**src/rtl/uart_pkg.sv**
```systemverilog
// Shared state encoding, frame constants and baud divisor helper for the UART receiver.
package uart_pkg;

    typedef enum logic [2:0] {IDLE, START, DATA, PARITY, STOP} state_e;

    localparam int DATA_BITS  = 8;
    localparam int OS_RATE    = 16;
    localparam int MID_SAMPLE = 7;

    // Nearest-integer oversample divisor for baud = 2400 << sel.
    function automatic int unsigned os_div(input int unsigned clk_hz, input logic [1:0] sel);
        int unsigned baud;
        baud = 32'd2400 << sel;
        return (clk_hz + (OS_RATE * baud) / 2) / (OS_RATE * baud);
    endfunction

endpackage

```
**src/rtl/uart_rx_tick.sv**
```systemverilog
// 16x oversample tick divider; counter is held at zero while en is low.
module uart_rx_tick
    import uart_pkg::*;
#(
    parameter int unsigned CLK_HZ = 50_000_000
) (
    input  logic       clk,
    input  logic       reset,
    input  logic       en,
    input  logic [1:0] sel,
    output logic       tick
);
    localparam int unsigned CW = $clog2(os_div(CLK_HZ, 2'd0) + 1);

    localparam logic [CW-1:0] LAST0 = CW'(os_div(CLK_HZ, 2'd0) - 1);
    localparam logic [CW-1:0] LAST1 = CW'(os_div(CLK_HZ, 2'd1) - 1);
    localparam logic [CW-1:0] LAST2 = CW'(os_div(CLK_HZ, 2'd2) - 1);
    localparam logic [CW-1:0] LAST3 = CW'(os_div(CLK_HZ, 2'd3) - 1);

    logic [CW-1:0] cnt_q, cnt_d, last;

    always_comb begin
        case (sel)
            2'd0: last = LAST0;
            2'd1: last = LAST1;
            2'd2: last = LAST2;
            2'd3: last = LAST3;
        endcase
    end

    assign tick = en && (cnt_q == last);

    always_comb begin
        cnt_d = cnt_q + CW'(1);
        if (!en || tick) cnt_d = '0;
    end

    always_ff @(posedge clk or negedge reset) begin
        if (!reset) cnt_q <= '0;
        else        cnt_q <= cnt_d;
    end

endmodule

```
**src/rtl/uart_rx.sv**
```systemverilog
// UART receiver: 8N1 by default, 8E1 when UART_RX_PARITY_EN is defined.
// Strobes are registered and appear the clock after the mid-stop-bit sample.
module uart_rx
    import uart_pkg::*;
#(
    parameter int unsigned CLK_HZ = 50_000_000
) (
    input  logic       clk,
    input  logic       reset,
    input  logic [1:0] baud_sel,
    input  logic       rx,
    output logic [7:0] data_out,
    output logic       data_valid,
    output logic       frame_err,
    output logic       parity_err,
    output logic       busy
);
    logic [1:0]           sync_q;
    logic                 rx_s, tick, tick_en, sample;
    state_e               state_q, state_d;
    logic [1:0]           sel_q, sel_d;
    logic [3:0]           os_q, os_d;
    logic [2:0]           bit_q, bit_d;
    logic [DATA_BITS-1:0] shift_q, shift_d, dout_q, dout_d;
    logic                 valid_q, valid_d, ferr_q, ferr_d, pbad_q, pbad_d;
`ifdef UART_RX_PARITY_EN
    logic                 perr_q, perr_d;
`endif

    always_ff @(posedge clk or negedge reset) begin
        if (!reset) sync_q <= 2'b11;
        else        sync_q <= {sync_q[0], rx};
    end
    assign rx_s = sync_q[1];

    assign tick_en = (state_q != IDLE);

    uart_rx_tick #(.CLK_HZ(CLK_HZ)) u_tick (
        .clk   (clk),
        .reset (reset),
        .en    (tick_en),
        .sel   (sel_q),
        .tick  (tick)
    );

    assign sample = tick && (os_q == 4'(OS_RATE - 1));

    always_comb begin
        state_d = state_q;
        sel_d   = sel_q;
        os_d    = tick ? os_q + 4'd1 : os_q;
        bit_d   = bit_q;
        shift_d = shift_q;
        dout_d  = dout_q;
        pbad_d  = pbad_q;
        valid_d = 1'b0;
        ferr_d  = 1'b0;
`ifdef UART_RX_PARITY_EN
        perr_d  = 1'b0;
`endif
        case (state_q)
            IDLE: begin
                os_d   = '0;
                bit_d  = '0;
                pbad_d = 1'b0;
                if (!rx_s) begin
                    state_d = START;
                    sel_d   = baud_sel;
                end
            end
            // A start bit still low at its middle is real; otherwise it was a glitch.
            START: if (tick && os_q == 4'(MID_SAMPLE)) begin
                os_d    = '0;
                state_d = rx_s ? IDLE : DATA;
            end
            DATA: if (sample) begin
                shift_d = {rx_s, shift_q[DATA_BITS-1:1]};
                bit_d   = bit_q + 3'd1;
                if (bit_q == 3'(DATA_BITS - 1)) begin
`ifdef UART_RX_PARITY_EN
                    state_d = PARITY;
`else
                    state_d = STOP;
`endif
                end
            end
`ifdef UART_RX_PARITY_EN
            PARITY: if (sample) begin
                pbad_d  = (rx_s != ^shift_q);
                state_d = STOP;
            end
`endif
            // Leaving at mid stop bit leaves half a bit to catch the next start edge.
            STOP: if (sample) begin
                dout_d  = shift_q;
                valid_d = rx_s && !pbad_q;
                ferr_d  = !rx_s;
`ifdef UART_RX_PARITY_EN
                perr_d  = pbad_q;
`endif
                state_d = IDLE;
            end
            default: state_d = IDLE;
        endcase
    end

    always_ff @(posedge clk or negedge reset) begin
        if (!reset) begin
            state_q <= IDLE;
            sel_q   <= '0;
            os_q    <= '0;
            bit_q   <= '0;
            shift_q <= '0;
            dout_q  <= '0;
            pbad_q  <= 1'b0;
            valid_q <= 1'b0;
            ferr_q  <= 1'b0;
        end else begin
            state_q <= state_d;
            sel_q   <= sel_d;
            os_q    <= os_d;
            bit_q   <= bit_d;
            shift_q <= shift_d;
            dout_q  <= dout_d;
            pbad_q  <= pbad_d;
            valid_q <= valid_d;
            ferr_q  <= ferr_d;
        end
    end

`ifdef UART_RX_PARITY_EN
    always_ff @(posedge clk or negedge reset) begin
        if (!reset) perr_q <= 1'b0;
        else        perr_q <= perr_d;
    end
    assign parity_err = perr_q;
`else
    assign parity_err = 1'b0;
`endif

    assign data_out   = dout_q;
    assign data_valid = valid_q;
    assign frame_err  = ferr_q;
    assign busy       = (state_q != IDLE);

endmodule

```
**config.mk**
```make
export PLATFORM = sky130hd
export DESIGN_NAME = uart_rx
export DESIGN_NICKNAME = d
export VERILOG_FILES = /design/src/rtl/uart_pkg.sv /design/src/rtl/uart_rx_tick.sv /design/src/rtl/uart_rx.sv
export SDC_FILE = /design/constraint.sdc
export NUM_CORES = 1
export LEC_CHECK = 0
export ABC_AREA = 1
export ABC_CLOCK_PERIOD_IN_PS = 6000
export BUFFER_PORTS_ARGS = -buffer_cell sky130_fd_sc_hd__buf_2
export CORE_MARGIN = 4
export CORE_UTILIZATION = 25
export DETAILED_ROUTE_END_ITERATION = 10
export GPL_ROUTABILITY_DRIVEN = 0
export PLACE_DENSITY = 0.44
export SYNTH_ARGS = -nofsm -noshare
export SYNTH_HDL_FRONTEND = slang
export SYNTH_HIERARCHICAL = 1
export SYNTH_SLANG_ARGS = --single-unit
```
**constraint.sdc**
```tcl
create_clock -name clk -period 6 [get_ports clk]
set_input_delay 1.8 -clock clk [delete_from_list [all_inputs] [get_ports clk]]
set_output_delay 1.8 -clock clk [all_outputs]
set_load 0.02 [all_outputs]
```
==> results by group, run 1 <==
Drt
  • ANT nets after route: 0
  • WL/cell: between 10 and 15 um
  • First drt pass iteration count: 4
  • Via count: ~1.5k
  • Routed WL: between 3000 and 4000 um
  • DR iter-0 viols: between 70 and 80
  • Residual DRC: 0
  • Vias per cell: roughly 4.2

Synthesis
  • Syn_area_per_cell: about 8.6 sq um
  • Cells after synthesis: between 200 and 300
  • Ys Warns: 6
  • Cell Area, Synth: around 2100 sq um
  • Post-synthesis cell type count: 28
  • Sequential share of the synthesized area: 0.503
  • Synthesized net count: ~260
  • Synth Register Bits: 43

Worst setup path
  • Data arrival, critical path: approximately 1.4 ns
  • Req. time, crit path: roughly 4.2 ns
  • Crit end category: output pin
  • Reg2reg path depth: 14
  • Startpoint types: register
  • Flop2flop setup slack: 3.73 ns
  • R2r endpoint: os_q[3]
  • Worst Path Class, Setup: register to output pin
  • Reg2reg start: sel_q[1]
  • Crit path max fanout: 8

Status
  • Status: finished clean

Floorplan
  • Die Height: between 100 and 150 um
  • Row cnt: 33
  • Core ar.: roughly 8300 sq um
  • Die Wd: approximately 100 um
  • Io pins: 17
  • Die ar.: around 10000 sq um
  • Initial core utilization: 0.259

Finish
  • Final #Nets: approximately 280
  • Post-layout util: 0.289
  • Layout Cells excl Fill: 371
  • Layout cell share with drive strength beyond 1: 0.180
  • Fill cells: a little under 900
  • Diodes inserted: 0
  • P&R area growth vs syn: 11.7%

Clock network
  • CTS buffer count: 5
  • CTS root buffer: clkbuf_8
  • Cts repair resizes: 0
  • Worst-Skew Late Latency: 0.29 ns
  • Post-CTS Repair Setup Buffers: 0
  • Clk sinks: 43
  • Worst-path clk slew: about 0.08 ns
  • Longest Clk Path Bufs: 2
  • Htree depth: 2
  • Cts-stage hold buffer count: 0
  • TritonCTS clock tree: done

GRT
  • First-pass GRT wire length: roughly 7000 um
  • Total gr overflow: 0
  • Initial antenna violation count: 0
  • Largest net degree at the start of global routing: 44
  • Global Route Usage Sum: 0.0877
  • Number of global-route vias before repair: about 1.6k

Run
  • Max cap viols: 0

Pwr
  • Power density cells: a little under 300 nW/um^2
  • Flop pwr share: 0.528
  • Pleak: roughly 1.3 nW
  • Sw Pwr: between 0.0002 and 0.00025 W
  • Clk pwr share: 0.317
  • Max VDD drop: about 0.000093 V
  • Pint: just under 0.0005 W
  • Switching portion of total power: 0.292
  • Comb power frac: 0.155

Place
  • Placed cells: around 360
  • Worst slack, placed: slightly above 3 ns
  • Port Buffers: 15
  • DP HPWL: approximately 2800 um

Min path
  • Min-Delay Path Depth: 0
  • Type of the most critical hold path: register to register
  • WHS Endpoint: sync_q[1]
  • Hold Crit Start: sync_q[0]

Timing
  • Pins Over Slew Limit: 0
  • Final setup fails: 0
  • RSZ-0062 raised after global routing: false
  • Final WS setup: 2.79 ns
  • Fin. Hold Viols: 0
  • Fmax: ~0.31 GHz
  • Relative slew margins: 0.348
  • Tmin final: between 3 and 4 ns
  • Setup TNS: 0 ns
  • Hold WS: between 0.3 and 0.4 ns
  • Worst slew pin tran: 0.978 ns
  • Setup Skew: 0.00883 ns
  • Period Utilization, post-route: 0.535
==> cells in the mapped netlist (all sizes together) <==
master  count  area, sq um
xor2        8         70.1
conb        1         3.75
inv        34          128
nand3b      2         15.0
nor2       32          123
nand4       2         18.8
a21oi       1         5.00
ha          4         50.1
clkinv      1         5.00
dfrtp      41         1030
o21ai      25          185
dfstp       2         52.6
xnor2       1         8.76
mux2i       1         10.0
nand2      66          268
nand3      22          115
buf         6         57.6
nor3        1         5.00
==> logic make-up (layout without fill, tap and decap cells) <==
| family | after synthesis | in the layout | share of synthesized area |
|---|---|---|---|
| AOI/OAI and AO/OA | 26 | 26 | 0.0886 |
| xor gates and xnor gates | 9 | 9 | 0.0367 |
| adders and majority gates | 4 | 4 | 0.0233 |
| buffers and inverters | 41 | 57 | 0.0886 |
| DFF | 43 | 43 | 0.503 |
| muxes | 1 | 1 | 0.00466 |
| other | 1 | 1 | 0.00175 |
| and+or+nand+nor | 125 | 125 | 0.254 |
==> layout by cell type (no fill, tap or decap), drive strengths merged <==
cell type and n:
nand2 66, dfrtp 41, inv 34, nor2 32
o21ai 25, nand3 22, buf 15, xor2 8
clkbuf 6, ha 4, dfstp 2, nand3b 2
nand4 2, nor3 1, a21oi 1, mux2i 1
clkinv 1, conb 1, bufinv 1, xnor2 1
==> per-stage QoR <==
step / area (sq um) / power (W)
floorplan: 2150 / 0.000452
global placement: 2290 / 0.000479
detailed placement: 2290 / 0.000481
CTS: 2400 / 0.000705
global route: 2400 / 0.000750
finish: 2400 / 0.000693
==> state kept, by name, summed over array words and instances, names as in the netlist <==
name	cells
state_q	3
u_tick/cnt_q	11
shift_q	8
frame_err	1
os_q	4
sel_q	2
data_valid	1
data_out	8
sync_q	2
bit_q	3
==> worst max-delay path: stages, from the launching register on <==
cell and delay, ns:
dfrtp_1 0.42, nor2_1 0.21, nand2_1 0.24, buf_2 0.23
==> power groups by stage <==
| stage | sequential (W) | clock (W) | combinational (W) |
|---|---|---|---|
| 2_1_floorplan | 0.000354 | 0 | 0.0000975 |
| 3_3_place_gp | 0.000373 | 0 | 0.000107 |
| 3_5_place_dp | 0.000373 | 0 | 0.000108 |
| 4_1_cts | 0.000367 | 0.000228 | 0.000109 |
| 5_1_grt | 0.000373 | 0.000245 | 0.000132 |
| 6_report | 0.000366 | 0.000219 | 0.000107 |
==> final cells by class <==
class	count	area, sq um	share of cell area
sequential	43	1080	0.450
multi-input combinational	166	877	0.366
inverter	35	133	0.0553
clock buffer	6	72.6	0.0303
timing repair buffer	15	75.1	0.0313
tap	105	131	0.0548
clock inverter	1	30.0	0.0125
==> how the worst max path moves through the flow <==
stage               depth (start not counted)  startpoint  slack [ns]    to
floorplan                                   2  state_q[2]        3.37  busy
global placement                            3  state_q[2]        3.14  busy
global route                                3  state_q[1]        2.62  busy
CTS                                         3  state_q[1]        2.77  busy
detailed placement                          3  state_q[1]        3.12  busy
finish                                      3  state_q[1]        2.79  busy
==> layer usage <==
metal  wire [um]  share of wire  GRT usage  up-vias
met4          77          0.020     0.0311        0
li1            -              -          -      808
met2        1800           0.46      0.137       20
met3         131          0.033     0.0256        6
met1        1930           0.49      0.115      714
met5           0              0          0        -
Note: power is estimated with default switching activity, not from simulation.
==> run 2: changes to the inputs <==
Settings changed: ABC_AREA 1 to 0, ABC_CLOCK_PERIOD_IN_PS 6000 to 2800, PLACE_DENSITY 0.44 to 0.45.
Clock period 6 ns to 2.8 ns, I/O delays scaled along.
==> run 2 against run 1 <==
Highest routed layer unchanged. First-iteration DRC count shrank 69%. Global-route usage grew 0.21 points. Sequential share of layout area shrank 1.0 points. Routed wire length grew 4.9%. Worst hold slack lost 0.0024 ns. Non-clock buffer count grew 4. Final cell count shrank 19%.
==> results by group, run 2 <==
Timing
  • Final setup fails: 0
  • Pins Over Slew Limit: 0
  • Fin. Hold Viols: 0
  • Setup TNS: 0 ns
  • Fmax: between 0.4 and 0.5 GHz
  • Setup Skew: approximately 0.0064 ns
  • Period Utilization, post-route: 0.844
  • Tmin final: roughly 2.4 ns
  • RSZ-0062 raised after global routing: false

GRT
  • GRT Max-Usage Layer: met2
  • Global Route Usage Sum: 0.0898
  • Largest net degree at the start of global routing: 44
  • Met1 Use GR: 0.127
  • Met2 Usage GRT: 0.128
  • Number of global-route vias before repair: around 1.4k
  • Met3 usage: 0.0298
  • Initial antenna violation count: 0
  • Total gr overflow: 0
  • First-pass GRT wire length: between 7000 and 8000 um

Synthesis
  • Ranking of synthesized cells by area: dfrtp_1, mux2_2, a211oi_2
  • Cell Area, Synth: between 2000 and 2500 sq um
  • Ys Warns: 6
  • Synthesized net count: about 190
  • Post-synth top area cell: dfrtp_1
  • Top_reg_cell synth: dfrtp_1
  • Most common cell in the netlist: dfrtp_1
  • FFs w/ async S/R, synth: 1.00
  • Sequential share of the synthesized area: 0.500
  • Post-synthesis cell type count: 45
  • Syn_area_per_cell: 12.1 sq um
  • Synth Register Bits: 43
  • Cells after synthesis: around 180
  • Synth top area share: 0.476
  • Synth top cells by count: dfrtp_1, mux2_2, nor2_1, a211oi_2, nand3_1
  • Number of synthesized flops with an enable pin: 0

Worst setup path
  • Worst Path Class, Setup: register to register
  • Reg2reg path depth: 7
  • Req. time, crit path: between 2 and 3 ns
  • Flop2flop setup slack: around 0.44 ns
  • Reg2reg start: sel_q[0]
  • Startpoint types: register
  • Crit end category: register
  • Crit path max fanout: 10
  • Data arrival, critical path: 2.56 ns
  • R2r endpoint: data_out[0]

Finish
  • Most common cell after layout, fill and taps aside: dfrtp_1
  • Layout Cells excl Fill: 301
  • Fill cells: roughly 850
  • Commonest cells after routing, fill and taps aside: dfrtp_1, mux2_2, buf_2
  • Layout cell share with drive strength beyond 1: 0.332
  • Most flops, register: u_tick/cnt_q
  • P&R area growth vs syn: 13.8%
  • Diodes inserted: 0
  • Final #Nets: between 200 and 250
  • Multi-input gate area: slightly below 1000 sq um
  • Largest register FFs: 11
  • Sequential cell area: about 1100 sq um

Clock network
  • Post-CTS Repair Setup Buffers: 0
  • Worst-Skew Late Latency: about 0.3 ns
  • Clk sinks: 43
  • Cts repair resizes: 0
  • Worst-path clk slew: 0.09 ns
  • CTS buffer count: 5
  • CTS root buffer: clkbuf_8
  • Longest Clk Path Bufs: 2
  • TritonCTS clock tree: done
  • Htree depth: 2
  • Cts-stage hold buffer count: 0

Pwr
  • Pleak: 1.11 nW
  • Max VDD drop: approximately 0.00026 V
  • Pwr Total: about 0.0012 W
  • Power density cells: 480 nW/um^2

Min path
  • Type of the most critical hold path: register to register
  • Hold Crit Start: sync_q[0]
  • WHS Endpoint: sync_q[1]
  • Min-Delay Path Depth: 0

Place
  • Placed cells: 293
  • Port Buffers: 15
  • DP HPWL: between 2000 and 3000 um

Drt
  • First drt pass iteration count: 4
  • WL/cell: roughly 14 um
  • DR iter-0 viols: 24
  • Vias per cell: approximately 4.6
  • Via count: 1391
  • Routed WL: 4120 um
  • ANT nets after route: 0
  • Residual DRC: 0

Floorplan
  • Die Wd: slightly above 100 um
  • Die Height: just over 100 um
  • Initial core utilization: 0.260
  • Die ar.: roughly 10000 sq um
  • Row cnt: 33
  • Io pins: 17
  • Core ar.: 8300 sq um

Run
  • Max cap viols: 0

Status
  • Status: finished clean
==> run 2: changes by cell type after synthesis, moves of 3 or more <==
cell      before  now
a211oi_2       0   10
nand2_1       62    5
o21ai_2       16    1
nand2b_1       0    3
mux2_2         0   17
nor2_1        31   12
xor2_1         8    4
nand3_1       21   10
xnor2_1        1    8
nand4_1        1    7
inv_1         33    5
o21ai_1        3    0
==> run 2: layout make-up <==
class / count / area share
Clock buffer: 6 / 0.0337
Multi-Input combinational cell: 120 / 0.400
Timing Repair Buffer: 19 / 0.0480
Sequential cell: 43 / 0.440
Tap cell: 105 / 0.0536
Inverter: 6 / 0.00918
Clock inverter: 2 / 0.0158
==> run 2: routing by layer <==
layer	up-vias	wire length [um]
li1	673	-
met1	689	2100
met2	21	1780
met3	8	177
met4	0	57
met5	-	0
==> run 2: logic make-up after synthesis <==
logic type | Yosys count | synth area share
buf+inv | 15 | 0.0447
xor+xnor | 12 | 0.0488
mux | 19 | 0.100
fa+ha+maj | 4 | 0.0232
compound gates | 25 | 0.107
other cells | 1 | 0.00174
simple gates | 59 | 0.174
flops | 43 | 0.500
==> run 2: how the worst max path moves through the flow <==
stage | start | end | slack, ns | depth (start not counted)
2_1_floorplan | sel_q[0] | data_out[0] | 0.56 | 9
3_3_place_gp | sel_q[0] | data_out[0] | 0.47 | 7
3_5_place_dp | sel_q[0] | data_out[0] | 0.43 | 7
4_1_cts | sel_q[0] | data_out[0] | 0.41 | 7
5_1_grt | sel_q[0] | os_q[1] | 0.17 | 8
6_report | sel_q[0] | data_out[0] | 0.44 | 7
==> run 2: power by group <==
group | switching (W) | leakage (nW) | internal, W
clock | 0.000228 | 0.0618 | 0.000294
sequential | 0.00000467 | 0.574 | 0.000625
combinational | 0.0000173 | 0.470 | 0.00000938
==> run 2: worst max-delay path, cell delays in order (launching register included) <==
cell	delay (ns)
dfrtp_1	0.46
nor4b_1	0.34
nand2_1	0.11
a211oi_2	0.20
and3_1	0.20
and4_1	0.40
nand3_4	0.22
mux2_4	0.34
==> run 2: per-stage QoR <==
step                utilization  setup WS [ns]  hold WS [ns]  cell area [sq um]
detailed placement        0.281          0.430         0.347               2330
global route              0.295          0.167         0.364               2450
floorplan                     -          0.557         0.345               2160
CTS                       0.295          0.405         0.360               2450
finish                    0.295          0.436         0.359               2450
global placement          0.281          0.471         0.346               2330
